### config.mk
export PLATFORM = sky130hd
export DESIGN_NAME = sub_c_sched_flat
export DESIGN_NICKNAME = d
export VERILOG_FILES = /design/src/rtl/sub_c_sched_if.sv /design/src/rtl/sub_c_sched.sv /design/src/flat_wrapper.sv
export SDC_FILE = /design/constraint.sdc
export NUM_CORES = 1
export LEC_CHECK = 0
export CAP_MARGIN = 20
export CORE_MARGIN = 5
export CORE_UTILIZATION = 45
export DETAILED_ROUTE_END_ITERATION = 8
export PLACE_DENSITY = 0.69
export RECOVER_POWER = 25
export SETUP_SLACK_MARGIN = 0.3
export SYNTH_ARGS = -nofsm -noshare
export SYNTH_HDL_FRONTEND = slang
export SYNTH_SLANG_ARGS = --single-unit
### constraint.sdc
create_clock -name clk -period 5.1 [get_ports clk]
set_input_delay 1.53 -clock clk [delete_from_list [all_inputs] [get_ports clk]]
set_output_delay 1.53 -clock clk [all_outputs]
set_load 0.02 [all_outputs]
### src/rtl/sub_c_sched_if.sv
// Requester-side bus of the sub_c scheduler: request/operand in, grant/done/result out.
// master = requester side, slave = scheduler side.
interface sub_c_sched_if #(
    parameter int unsigned NREQ = 4
) ();
    logic [NREQ-1:0]   req_i;
    logic [3*NREQ-1:0] opnd_i;
    logic [NREQ-1:0]   gnt_o;
    logic [NREQ-1:0]   done_o;
    logic [1:0]        res_o;
    logic              busy_o;

    modport master (
        output req_i,
        output opnd_i,
        input  gnt_o,
        input  done_o,
        input  res_o,
        input  busy_o
    );

    modport slave (
        input  req_i,
        input  opnd_i,
        output gnt_o,
        output done_o,
        output res_o,
        output busy_o
    );
endinterface

### src/rtl/sub_c_sched.sv
// Round-robin scheduler sharing one sub_c datapath among NREQ requesters.
// Operands are held on the datapath for HOLD cycles, then the result is captured and returned.
module sub_c_sched #(
    parameter int unsigned NREQ = 4,
    parameter int unsigned HOLD = 2
) (
    input  logic          clk,
    input  logic          rst,
    sub_c_sched_if.slave  bus,
    output logic          testi1_c,
    output logic          testi2_c,
    output logic          testi3_c,
    input  logic          testo1_c,
    input  logic          testo2_c
);
    localparam int unsigned IW = (NREQ > 1) ? $clog2(NREQ) : 1;
    localparam int unsigned CW = (HOLD > 0) ? $clog2(HOLD + 1) : 1;

    typedef enum logic [1:0] {
        S_IDLE,
        S_RUN,
        S_DONE
    } state_e;

    state_e            state_q, state_d;
    logic [IW-1:0]     ptr_q, ptr_d;
    logic [IW-1:0]     idx_q, idx_d;
    logic [CW-1:0]     cnt_q, cnt_d;
    logic [2:0]        opnd_q, opnd_d;
    logic [NREQ-1:0]   gnt_q, gnt_d;
    logic [NREQ-1:0]   done_q, done_d;
    logic [1:0]        res_q, res_d;
    logic              busy_q, busy_d;
    logic [2:0]        testi_q, testi_d;

    logic              found;
    int unsigned       win_k;
    int unsigned       scan_k;

    // Rotating-priority scan starting at ptr_q, wrapping modulo NREQ.
    always_comb begin
        found  = 1'b0;
        win_k  = 0;
        scan_k = 0;
        for (int unsigned i = 0; i < NREQ; i++) begin
            scan_k = 32'(ptr_q) + i;
            if (scan_k >= NREQ) scan_k = scan_k - NREQ;
            if (!found && bus.req_i[scan_k]) begin
                found = 1'b1;
                win_k = scan_k;
            end
        end
    end

    always_comb begin
        state_d = state_q;
        ptr_d   = ptr_q;
        idx_d   = idx_q;
        cnt_d   = cnt_q;
        opnd_d  = opnd_q;
        gnt_d   = '0;
        done_d  = '0;
        res_d   = res_q;
        busy_d  = busy_q;
        testi_d = '0;
        case (state_q)
            S_IDLE: begin
                busy_d = 1'b0;
                if (found) begin
                    idx_d          = IW'(win_k);
                    opnd_d         = bus.opnd_i[3*win_k +: 3];
                    gnt_d[IW'(win_k)] = 1'b1;
                    cnt_d          = '0;
                    busy_d         = 1'b1;
                    testi_d        = bus.opnd_i[3*win_k +: 3];
                    state_d        = S_RUN;
                end
            end
            S_RUN: begin
                testi_d = opnd_q;
                cnt_d   = cnt_q + 1'b1;
                // The last hold cycle samples the datapath and releases the operands.
                if (cnt_q == CW'(HOLD - 1)) begin
                    res_d         = {testo2_c, testo1_c};
                    done_d[idx_q] = 1'b1;
                    testi_d       = '0;
                    state_d       = S_DONE;
                end
            end
            S_DONE: begin
                ptr_d   = (idx_q == IW'(NREQ - 1)) ? '0 : idx_q + 1'b1;
                busy_d  = 1'b0;
                state_d = S_IDLE;
            end
            default: begin
                state_d = S_IDLE;
                busy_d  = 1'b0;
            end
        endcase
    end

    always_ff @(posedge clk or posedge rst) begin
        if (rst) begin
            state_q <= S_IDLE;
            ptr_q   <= '0;
            idx_q   <= '0;
            cnt_q   <= '0;
            opnd_q  <= '0;
            gnt_q   <= '0;
            done_q  <= '0;
            res_q   <= '0;
            busy_q  <= 1'b0;
            testi_q <= '0;
        end else begin
            state_q <= state_d;
            ptr_q   <= ptr_d;
            idx_q   <= idx_d;
            cnt_q   <= cnt_d;
            opnd_q  <= opnd_d;
            gnt_q   <= gnt_d;
            done_q  <= done_d;
            res_q   <= res_d;
            busy_q  <= busy_d;
            testi_q <= testi_d;
        end
    end

    assign bus.gnt_o  = gnt_q;
    assign bus.done_o = done_q;
    assign bus.res_o  = res_q;
    assign bus.busy_o = busy_q;
    assign testi1_c   = testi_q[0];
    assign testi2_c   = testi_q[1];
    assign testi3_c   = testi_q[2];
endmodule

### src/flat_wrapper.sv
// flat-port wrapper written by rule: the top's interface ports become plain ports
module sub_c_sched_flat 
#(
    parameter int unsigned NREQ = 4,
    parameter int unsigned HOLD = 2
)
  (clk, rst, testi1_c, testi2_c, testi3_c, testo1_c, testo2_c, bus_req_i, bus_opnd_i, bus_gnt_o, bus_done_o, bus_res_o, bus_busy_o);
  sub_c_sched_if #(.NREQ(NREQ)) bus_i ();
  input  logic clk;
  input  logic rst;
  output logic testi1_c;
  output logic testi2_c;
  output logic testi3_c;
  input  logic testo1_c;
  input  logic testo2_c;
  input wire logic [$bits(bus_i.req_i)-1:0] bus_req_i;
  input wire logic [$bits(bus_i.opnd_i)-1:0] bus_opnd_i;
  output wire logic [$bits(bus_i.gnt_o)-1:0] bus_gnt_o;
  output wire logic [$bits(bus_i.done_o)-1:0] bus_done_o;
  output wire logic [$bits(bus_i.res_o)-1:0] bus_res_o;
  output wire logic [$bits(bus_i.busy_o)-1:0] bus_busy_o;
  assign bus_i.req_i = bus_req_i;
  assign bus_i.opnd_i = bus_opnd_i;
  assign bus_gnt_o = bus_i.gnt_o;
  assign bus_done_o = bus_i.done_o;
  assign bus_res_o = bus_i.res_o;
  assign bus_busy_o = bus_i.busy_o;
  sub_c_sched #(.NREQ(NREQ), .HOLD(HOLD)) u_core (.clk(clk), .rst(rst), .bus(bus_i), .testi1_c(testi1_c), .testi2_c(testi2_c), .testi3_c(testi3_c), .testo1_c(testo1_c), .testo2_c(testo2_c));
endmodule
==> results_dict.tcl, run 1 <==
set metrics [dict create \
    status "finished, final reports clean" \
    cts_root_buffer "clkbuf_8" \
    drc 0 \
    cts.htree.levels 1 \
    required_ns 5.30 \
    period_share_pct 87.6 \
    max_freq_mhz 224 \
    synth_area_sq_um 2140 \
    synthAdderAreaFrac_pct 10.3 \
    peakVddDrop_uv 418 \
    end_kind "flip-flop" \
    synth_top_area_share_pct 29.2 \
    critPathLaunchType "primary input" \
    tightest_slew_ns 0.916 \
    die_h_microns 79.0 \
    wl_per_cell_microns 15.6 \
    yosysUniqueCellTypes 51 \
    dp_slack_ns -0.0303 \
    coreArea_sq_um 4660 \
    stdcell_count 325 \
    synth-edff-count 0 \
    synth_compound_area_share_pct 19.9 \
    hold_viol_final 0 \
    rsz0062_at_grt "no" \
    cts_setup_buffers 0 \
    antenna_found_initial 0 \
    initial_utilization_pct 46.0 \
    grt_use_total_pct 17.4 \
    yosys_most_used_dff "dfrtp_1" \
    die_area_sq_um 6240 \
    synthSimpleGateAreaFrac_pct 16.1 \
    rows 25 \
    final_area_sq_um 2710 \
    hold_buffers 0 \
    synth_xor_area_share_pct 0.818 \
    dr.pass1.iters 4 \
    cts_buffers 3 \
    ys_seq_area_share_pct 29.2 \
    die_width_microns 79.0 \
    vias 1896 \
    synthTopCellsByArea "dfrtp_1 29%, ha_1 9.3%, mux2i_1 5.6%" \
    arrival_ns 4.66 \
    io_pins 34 \
    hold_path.class "flip-flop to flip-flop" \
    dp_hpwl_mm 3.99 \
    synth_top_family_by_area "compound AO/OA/AOI/OAI gates" \
    grt_pass1_vias 1849 \
    grt_overflow 0 \
    synthesis.nets 265 \
    cts_num_sinks 25 \
    avgSynthCellArea_sq_um 9.39 \
    path_class "primary input to flip-flop" \
    routabilityCongestion 0.940 \
    clock_path_buffers 2 \
    max-slew-margin-rel_pct 38.9 \
    vias_per_cell 5.83 \
    fin_nets 309 \
    grt_pass1_wl_mm 8.69 \
    skew_ns 0.00384 \
    cts.clk_slew.worst_paths_ns 0.08 \
    synth_mux_area_share_pct 17.2 \
    cts_tree "yes" \
    setup_ws_ns 0.634 \
    diodes 0 \
    ys_async_sr_fraction_pct 100 \
    drive_gt1_share_pct 17.3 \
    final_max_slew_viol_count 0 \
    setup_viol 0 \
    synth_warnings 0 \
    io_buffers 33 \
    dp_cells 321 \
    initialDrtViolationCount 71 \
    antenna_left 0 \
    maxCapViolCount 0 \
    cellLeakagePower_nw 1.25 \
    timing.final.crit_period_ns 4.47 \
    p_per_area_nw_per_um2 753 \
    clk_latency_ns 0.26 \
    dpl_cell_area_sq_um 2640 \
    grt_max_degree 26 \
    yosys.area.top_type "dfrtp_1" \
    synth_cells 228 \
    fin_total_pwr_mw 2.04 \
    syn2layout_area_growth_pct 26.7 \
    synth_seq_cells 25 \
    finalWirelength_mm 5.09 \
    path_max_fanout 6 \
]
[state kept, by name, summed over array words and instances, names as in the netlist]
signal / cells
u_core.cnt_q: 2
u_core.bus.res_o: 2
u_core.bus.busy_o: 1
u_core.bus.gnt_o: 4
u_core.opnd_q: 3
u_core.idx_q: 2
u_core.testi_q: 3
u_core.state_q: 2
u_core.ptr_q: 2
u_core.bus.done_o: 4
[kinds of logic after synthesis]
group	after synthesis
simple gates	67
compound gates	55
buf+inv	34
mux	28
flops	25
fa+ha+maj	17
xor+xnor	2
[cell usage in the layout (no fill, tap or decap), types with 2 or more instances in the layout]
| master | count |
|---|---|
| o21ai_0 | 8 |
| nand2_1 | 21 |
| o21ai_1 | 2 |
| mux2_4 | 2 |
| dlymetal6s2s_1 | 4 |
| a21oi_1 | 10 |
| nor2_1 | 13 |
| a211o_1 | 2 |
| o32ai_1 | 4 |
| a21o_1 | 4 |
| clkdlybuf4s50_1 | 26 |
| ha_1 | 15 |
| dlygate4sd3_1 | 3 |
| o31a_1 | 2 |
| clkbuf_8 | 3 |
| mux2_2 | 8 |
| a211oi_1 | 2 |
| a221oi_1 | 4 |
| and2_0 | 3 |
| and4b_1 | 2 |
| mux4_2 | 5 |
| inv_1 | 21 |
| a31oi_1 | 2 |
| nor4_1 | 3 |
| and2_1 | 2 |
| nand2b_1 | 2 |
| nand3_1 | 6 |
| buf_4 | 18 |
| nand4_1 | 5 |
| o211ai_1 | 2 |
| o31ai_1 | 3 |
| dfrtp_1 | 25 |
| nor3_1 | 2 |
| mux2i_1 | 11 |
[Yosys cell counts (2+ instances only)]
cell type	number
dfrtp_1	25
inv_1	21
nand2_1	21
ha_1	16
nor2_1	13
mux2i_1	12
a21oi_1	10
clkbuf_1	9
mux2_2	8
o21ai_0	8
nand3_1	6
and2_1	5
nand4_1	5
a21o_1	4
a221oi_1	4
mux4_2	4
nor4_1	4
o32ai_1	4
buf_2	3
o31ai_1	3
a211o_1	2
a211oi_1	2
a31oi_1	2
and4b_1	2
mux2_4	2
nand2b_1	2
nor3_1	2
o2111ai_1	2
o211ai_1	2
o21ai_1	2
o31a_1	2
or3_1	2
[timing repair]
action                                  CTS  global route
pin swaps                                 0             4
gates resized for setup                   3             7
endpoints found under the setup margin    2             4
[critical path, stage by stage]
cell and delay, ns:
dlymetal6s2s_1 0.17, mux4_2 0.50, inv_1 0.08, and2_1 0.14, or4b_4 0.47, o2111ai_2 0.10
ha_2 0.25, fa_1 0.44, or3_4 0.42, nor4_4 0.35, a2111oi_4 0.08, o21ai_1 0.14
[power breakdown]
group          internal [mW]  switching, mW  leakage [nW]
logic                  0.759          0.845         0.915
registers              0.285         0.0418         0.317
clock network         0.0558         0.0569        0.0228
[metal layers]
metal,part of all wire (%),GRT usage (%),vias up
met5,0,0,-
met1,44,23.1,915
li1,-,-,922
met2,50,29.0,51
met3,3.9,1.93,8
met4,2.1,6.53,0
[metrics by stage]
| step | hold slack [ns] | setup TNS (ns) | utilization, % |
|---|---|---|---|
| after global routing | 0.515 | 0 | 58.2 |
| after global placement | 0.472 | 0 | 56.6 |
| after CTS | 0.499 | 0 | 57.8 |
| after floorplan | 0.449 | 0 | - |
| final | 0.494 | 0 | 58.2 |
| after detailed placement | 0.479 | -0.0565 | 56.6 |
[cell type report]
cell class              instances  area (sq um)
inverters                      21          78.8
clock buffers                   4          45.0
repair buffers                 52           487
well taps                      54          67.6
fillers                       404          1950
flip-flops and latches         25           626
multi-input cells             169          1410
[final timing paths]
check / start / to / slack, ns / depth (start not counted)
worst max-delay path: bus_req_i[2] / u_core.testi_q[1] / 0.63 / 12
worst min-delay path: u_core.state_q[0] / u_core.bus.busy_o / 0.49 / 1
worst max register to register: u_core.ptr_q[0] / u_core.testi_q[1] / 1.06 / 13
worst min register to register: u_core.state_q[0] / u_core.bus.busy_o / 0.49 / 1
max in group asynchronous: rst / u_core.ptr_q[1] / 2.64 / 2
min in group asynchronous: rst / u_core.testi_q[0] / 1.90 / 2
No activity file was read; power rests on OpenSTA's default activity.
==> run 2, diff against run 1 <==
--- a/config.mk
+++ b/config.mk
@@ -5,11 +5,12 @@
 export SDC_FILE = /design/constraint.sdc
 export NUM_CORES = 1
 export LEC_CHECK = 0
+export ABC_AREA = 1
 export CAP_MARGIN = 20
 export CORE_MARGIN = 5
 export CORE_UTILIZATION = 45
 export DETAILED_ROUTE_END_ITERATION = 8
-export PLACE_DENSITY = 0.69
+export PLACE_DENSITY = 0.7
 export RECOVER_POWER = 25
 export SETUP_SLACK_MARGIN = 0.3
 export SYNTH_ARGS = -nofsm -noshare
==> constraint.sdc (replaced) <==
create_clock -name clk -period 5.1 [get_ports clk]
set_input_delay 1.02 -clock clk [delete_from_list [all_inputs] [get_ports clk]]
set_output_delay 1.02 -clock clk [all_outputs]
set_load 0.02 [all_outputs]
==> run 2 against run 1 <==
- critical path depth is 6 higher
- setup slack better by 0.36 ns
- global-route usage is 2.5 points lower
- register-to-register slack better by 0.04 ns
- clock skew hardly changed
- largest cell class unchanged
==> results_dict.tcl, run 2 <==
set metrics [dict create \
    status "finished, final reports clean" \
    final_max_slew_viol_count 0 \
    ys_seq_area_share_pct 32.4 \
    drive_gt1_share_pct 9.51 \
    vias_per_cell 4.77 \
    wl_per_cell_microns 11.1 \
    dp_slack_ns 0.689 \
    antenna_left 0 \
    whs_endpoint "u_core.bus.res_o[1]" \
    period_share_pct 80.5 \
    syn2layout_area_growth_pct 20.1 \
    rrSetupSlack_ns 1.10 \
    synth_most_common_cell "nand2_1" \
    critPathLaunchType "primary input" \
    cts.clk_slew.worst_paths_ns 0.08 \
    synth_area_sq_um 1930 \
    avgSynthCellArea_sq_um 7.05 \
    required_ns 5.31 \
    grt_pass1_wl_mm 6.77 \
    final_util_pct 56.8 \
    diodes 0 \
    cpMaxStageDelayCell "fa_1" \
    synth_cells 274 \
    rr_endpoint "u_core.opnd_q[2]" \
    drc 0 \
    die_h_microns 75.5 \
    r2r_start "u_core.ptr_q[0]" \
    min_from "u_core.bus.res_o[1]" \
    rows 23 \
    io_pins 34 \
    synthTopCellsByArea "dfrtp_1 32%, nand2_1 18%, ha_1 10%" \
    initialDrtViolationCount 79 \
    tightest_slew_ns 0.913 \
    skew_ns 0.00345 \
    cts_setup_buffers 0 \
    io_buffers 33 \
    antenna_found_initial 0 \
    cts_tree "yes" \
    routabilityCongestion 0.855 \
    dp_hpwl_mm 3.10 \
    synth_seq_cells 25 \
    finalWirelength_mm 3.93 \
    hold_path.class "flip-flop to flip-flop" \
    synth-edff-count 0 \
    hold_buffers 0 \
    hold_viol_final 0 \
    synthesis.nets 311 \
    worstRegToRegCells 18 \
    final_cell_mix "94 x nand2_1, 32 x inv_1, 30 x clkdlybuf4s50_1" \
    clk_latency_ns 0.27 \
    grt_use_total_pct 14.8 \
    end_kind "flip-flop" \
    rsz0062_at_grt "no" \
    fin_nets 343 \
    grt_max_degree 26 \
    layout_commonest_cell "nand2_1" \
    die_area_sq_um 5700 \
    yosys.area.top_type "dfrtp_1" \
    path_max_fanout 6 \
    yosys_most_used_dff "dfrtp_1" \
    max_freq_mhz 243 \
    dr.pass1.iters 4 \
    grt_overflow 0 \
    die_width_microns 75.5 \
    cts_root_buffer "clkbuf_8" \
    cpPeakStageDelay_ns 0.52 \
    setup_ws_ns 0.992 \
    coreArea_sq_um 4090 \
    cts_num_sinks 25 \
    synth_common_cells "94 x nand2_1, 31 x inv_1, 26 x nand3_1, 25 x dfrtp_1, 25 x nor2_1" \
    timing.final.crit_period_ns 4.11 \
    ys_async_sr_fraction_pct 100 \
    yosysUniqueCellTypes 26 \
    synth_warnings 0 \
    grt_pass1_vias 1618 \
    final_area_sq_um 2320 \
    maxCapViolCount 0 \
    fin_setup_tns_ns 0 \
    setup_viol 0 \
    initial_utilization_pct 47.3 \
    path_class "primary input to flip-flop" \
    max-slew-margin-rel_pct 39.1 \
    dpl_cell_area_sq_um 2280 \
    cts.htree.levels 1 \
    arrival_ns 4.32 \
    synth_top_area_share_pct 32.4 \
    vias 1695 \
    worstHoldPathCells 2 \
    cts_buffers 3 \
    cts-resized-gates 0 \
    clock_path_buffers 2 \
    cp_cell_sequence "clkdlybuf4s50_1 -> inv_1 -> nand2_1 -> nand3_2 -> nand2_2 -> nor2_4 -> nand3_2 -> o211ai_1 -> ha_1 -> fa_1 -> nor2_1 -> inv_1 -> or2_2 -> o21ai_1 -> inv_1 -> o21ai_1 -> nand2_1 -> nand2_1" \
]
==> run 2: cell types whose count changed in the layout (fill, tap and decap cells not counted), sizes merged, moves of 5 or more <==
cell   delta
nand2    +85
nand3    +29
buf      -19
inv      +14
nor2     +13
mux2i    -12
mux2     -11
a21oi     -7
and2      -5
mux4      -5
==> run 2: metal layers <==
metal  GRT usage (%)  wire length, microns  up-vias
met5               0                     0        -
met4            4.66                    51        0
met3            1.19                   176        6
met2            25.4                  1710       33
met1            19.9                  1990      735
li1                -                     -      921
==> run 2: worst max path at each step <==
stage	start	to	depth (start not counted)
2_1_floorplan	bus_req_i[3]	u_core.opnd_q[2]	17
3_3_place_gp	bus_req_i[3]	u_core.testi_q[2]	18
3_5_place_dp	bus_req_i[3]	u_core.opnd_q[2]	18
4_1_cts	bus_req_i[3]	u_core.opnd_q[2]	18
5_1_grt	bus_req_i[1]	u_core.testi_q[2]	18
6_report	bus_req_i[3]	u_core.opnd_q[2]	18
==> run 2: cell families (layout without fill, tap and decap cells) <==
kind of cell | after synthesis | in the layout | share of synthesized area, %
and+or+nand+nor | 172 | 172 | 41.1
xor gates and xnor gates | 1 | 1 | 0.453
AOI/OAI and AO/OA | 18 | 18 | 5.18
DFF | 25 | 25 | 32.4
adders and majority gates | 17 | 17 | 11.4
buffers and inverters | 41 | 72 | 9.46
==> run 2: final cells by class <==
class	instances	area, sq um
Multi-Input combinational cell	208	1120
Fill cell	405	1770
Inverter	35	134
Tap cell	50	62.6
Timing Repair Buffer	33	330
Clock buffer	4	45.0
Sequential cell	25	626
==> run 2: worst max-delay path, delay by kind of cell <==
family,cells,cell delay [ns]
AO/OA/AOI/OAI,3,0.72
adder cells (fa/ha/maj),2,0.84
buffers and inverters,4,0.62
AND/OR/NAND/NOR,9,1.13
==> run 2: metrics by stage <==
| stage | hold WS, ns | instances |
|---|---|---|
| after CTS | 0.487 | 355 |
| after detailed placement | 0.465 | 351 |
| after floorplan | 0.449 | 274 |
| final | 0.487 | 355 |
| after global routing | 0.515 | 355 |
| after global placement | 0.463 | 351 |
Power of run 2 is not shown: default switching activity piles up to over one toggle a cycle in this logic, so the estimate is an artifact.
==> run 3, diff against run 2 <==
--- a/config.mk
+++ b/config.mk
@@ -10,7 +10,7 @@
 export CORE_MARGIN = 5
 export CORE_UTILIZATION = 45
 export DETAILED_ROUTE_END_ITERATION = 8
-export PLACE_DENSITY = 0.7
+export PLACE_DENSITY = 0.73
 export RECOVER_POWER = 25
 export SETUP_SLACK_MARGIN = 0.3
 export SYNTH_ARGS = -nofsm -noshare
==> constraint.sdc (replaced) <==
create_clock -name clk -period 3.4 [get_ports clk]
set_input_delay 0.68 -clock clk [delete_from_list [all_inputs] [get_ports clk]]
set_output_delay 0.68 -clock clk [all_outputs]
set_load 0.02 [all_outputs]
==> run 3 against run 2 <==
- sequential cell count unchanged
- global-route usage increased by 0.10 points
- non-clock buffer count increased by 19
- via count increased by 4.0%
- clock skew increased by 0.0030 ns
- critical path depth unchanged
- final cell count increased by 5.4%
- register-to-register slack got worse by 0.73 ns
- count of clock-buffer cells in the layout decreased by 1
- utilization increased by 5.2 points
- design area increased by 9.1%
==> results_dict.tcl, run 3 (synthesis results as in run 2) <==
set metrics [dict create \
    status "finished, final reports clean" \
    drive_gt1_share_pct 20.7 \
    finalWirelength_mm 4.04 \
    end_kind "flip-flop" \
    grt_pass1_vias 1664 \
    rows 23 \
    hold_path.class "flip-flop to flip-flop" \
    period_share_pct 89.2 \
    hold_buffers 0 \
    grt_pass1_wl_mm 6.98 \
    grt_use_total_pct 14.9 \
    maxCapViolCount 0 \
    fin_nets 362 \
    initial_utilization_pct 47.3 \
    stdcell_count 374 \
    dpl_cell_area_sq_um 2360 \
    dr.pass1.iters 4 \
    vias_per_cell 4.71 \
    cts_tree "yes" \
    regArea_sq_um 628 \
    final_max_slew_viol_count 0 \
    final_util_pct 62.0 \
    skew_ns 0.00645 \
    antenna_found_initial 0 \
    grt_max_degree 26 \
    wl_per_cell_microns 10.8 \
    nFillCells 389 \
    hold_viol_final 0 \
    max_freq_mhz 330 \
    grt_overflow 0 \
    path_max_fanout 6 \
    dp_cells 359 \
    rsz0062_at_grt "yes" \
    clock_path_buffers 2 \
    multi_input_area_sq_um 1180 \
    initialDrtViolationCount 69 \
    io_pins 34 \
    dp_hpwl_mm 3.05 \
    die_h_microns 75.5 \
    path_class "flip-flop to flip-flop" \
    required_ns 3.60 \
    cts_root_buffer "clkbuf_8" \
    max-slew-margin-rel_pct 40.0 \
    vias 1762 \
    final_area_sq_um 2530 \
    final_cell_mix "91 x nand2_1, 29 x inv_1, 28 x clkdlybuf4s50_1" \
    cts.htree.levels 1 \
    io_buffers 33 \
    arrival_ns 3.23 \
    cts.clk_slew.worst_paths_ns 0.08 \
    syn2layout_area_growth_pct 31.1 \
    fin_setup_tns_ns 0 \
    cts_num_sinks 25 \
    coreArea_sq_um 4090 \
    drc 0 \
    die_area_sq_um 5700 \
    die_width_microns 75.5 \
    layout_commonest_cell "nand2_1" \
    timing.final.crit_period_ns 3.03 \
    diodes 0 \
    setup_viol 0 \
    cp_cell_sequence "clkinv_4 -> ha_4 -> inv_4 -> nand2_2 -> nand2_2 -> nor2_4 -> nand3_2 -> o211ai_1 -> ha_2 -> fa_2 -> nor2_2 -> inv_1 -> or2_4 -> o21ai_2 -> inv_1 -> o21ai_1 -> nand2_1 -> nand2_1" \
    cpMaxStageDelayCell "fa_2" \
    antenna_left 0 \
    critPathLaunchType "flip-flop" \
    clk_latency_ns 0.26 \
    routabilityCongestion 0.838 \
    cts_buffers 3 \
    cpPeakStageDelay_ns 0.49 \
    tightest_slew_ns 0.898 \
]
-- run 3: worst paths after layout --
check | endpoint | start | cells after the start | slack [ns]
hold reg to reg | u_core.bus.res_o[1] | u_core.bus.res_o[1] | 2 | 0.49
setup / recovery | u_core.testi_q[2] | u_core.ptr_q[1] | 18 | 0.37
min in group asynchronous | u_core.idx_q[1] | rst | 2 | 1.05
hold / removal | u_core.bus.res_o[1] | u_core.bus.res_o[1] | 2 | 0.49
max in group asynchronous | u_core.ptr_q[1] | rst | 2 | 1.74
setup reg to reg | u_core.testi_q[2] | u_core.ptr_q[1] | 18 | 0.37
-- run 3: metal layers --
metal / track usage (%) / wire, microns / up-vias
li1: - / - / 956
met3: 1.45 / 160 / 2
met4: 2.33 / 19 / 0
met1: 20.5 / 1940 / 775
met2: 26.0 / 1910 / 29
met5: 0 / 0 / -
-- run 3: final cells by class --
class,count,area share [%]
Tap cell,50,2.47
Timing Repair Buffer,52,18.5
Clock inverter,1,0.198
Clock buffer,3,1.63
Sequential cell,25,24.8
Multi-Input combinational cell,208,46.7
Inverter,35,5.68
-- run 3: stage by stage --
stage,worst slack [ns],hold WS (ns)
floorplan,0.201,0.442
global placement,-0.0925,0.460
detailed placement,-0.133,0.460
CTS,0.335,0.480
global route,0.119,0.502
finish,0.369,0.489
-- run 3: what timing repair did --
action	CTS	global route
endpoints found under the hold margin	0	0
gates resized for setup	9	10
pin swaps	9	11
setup endpoints to repair	6	6
buffers inserted	4	7
-- run 3: critical path, delay by kind of cell (launching register included) --
kind / cells / cell delay, ns
AOI/OAI and AO/OA: 3 / 0.43
buffers and inverters: 4 / 0.24
and+or+nand+nor: 8 / 0.82
adders and majority gates: 3 / 1.04
DFF: 1 / 0.43
Power of run 3 is left out for the same reason.
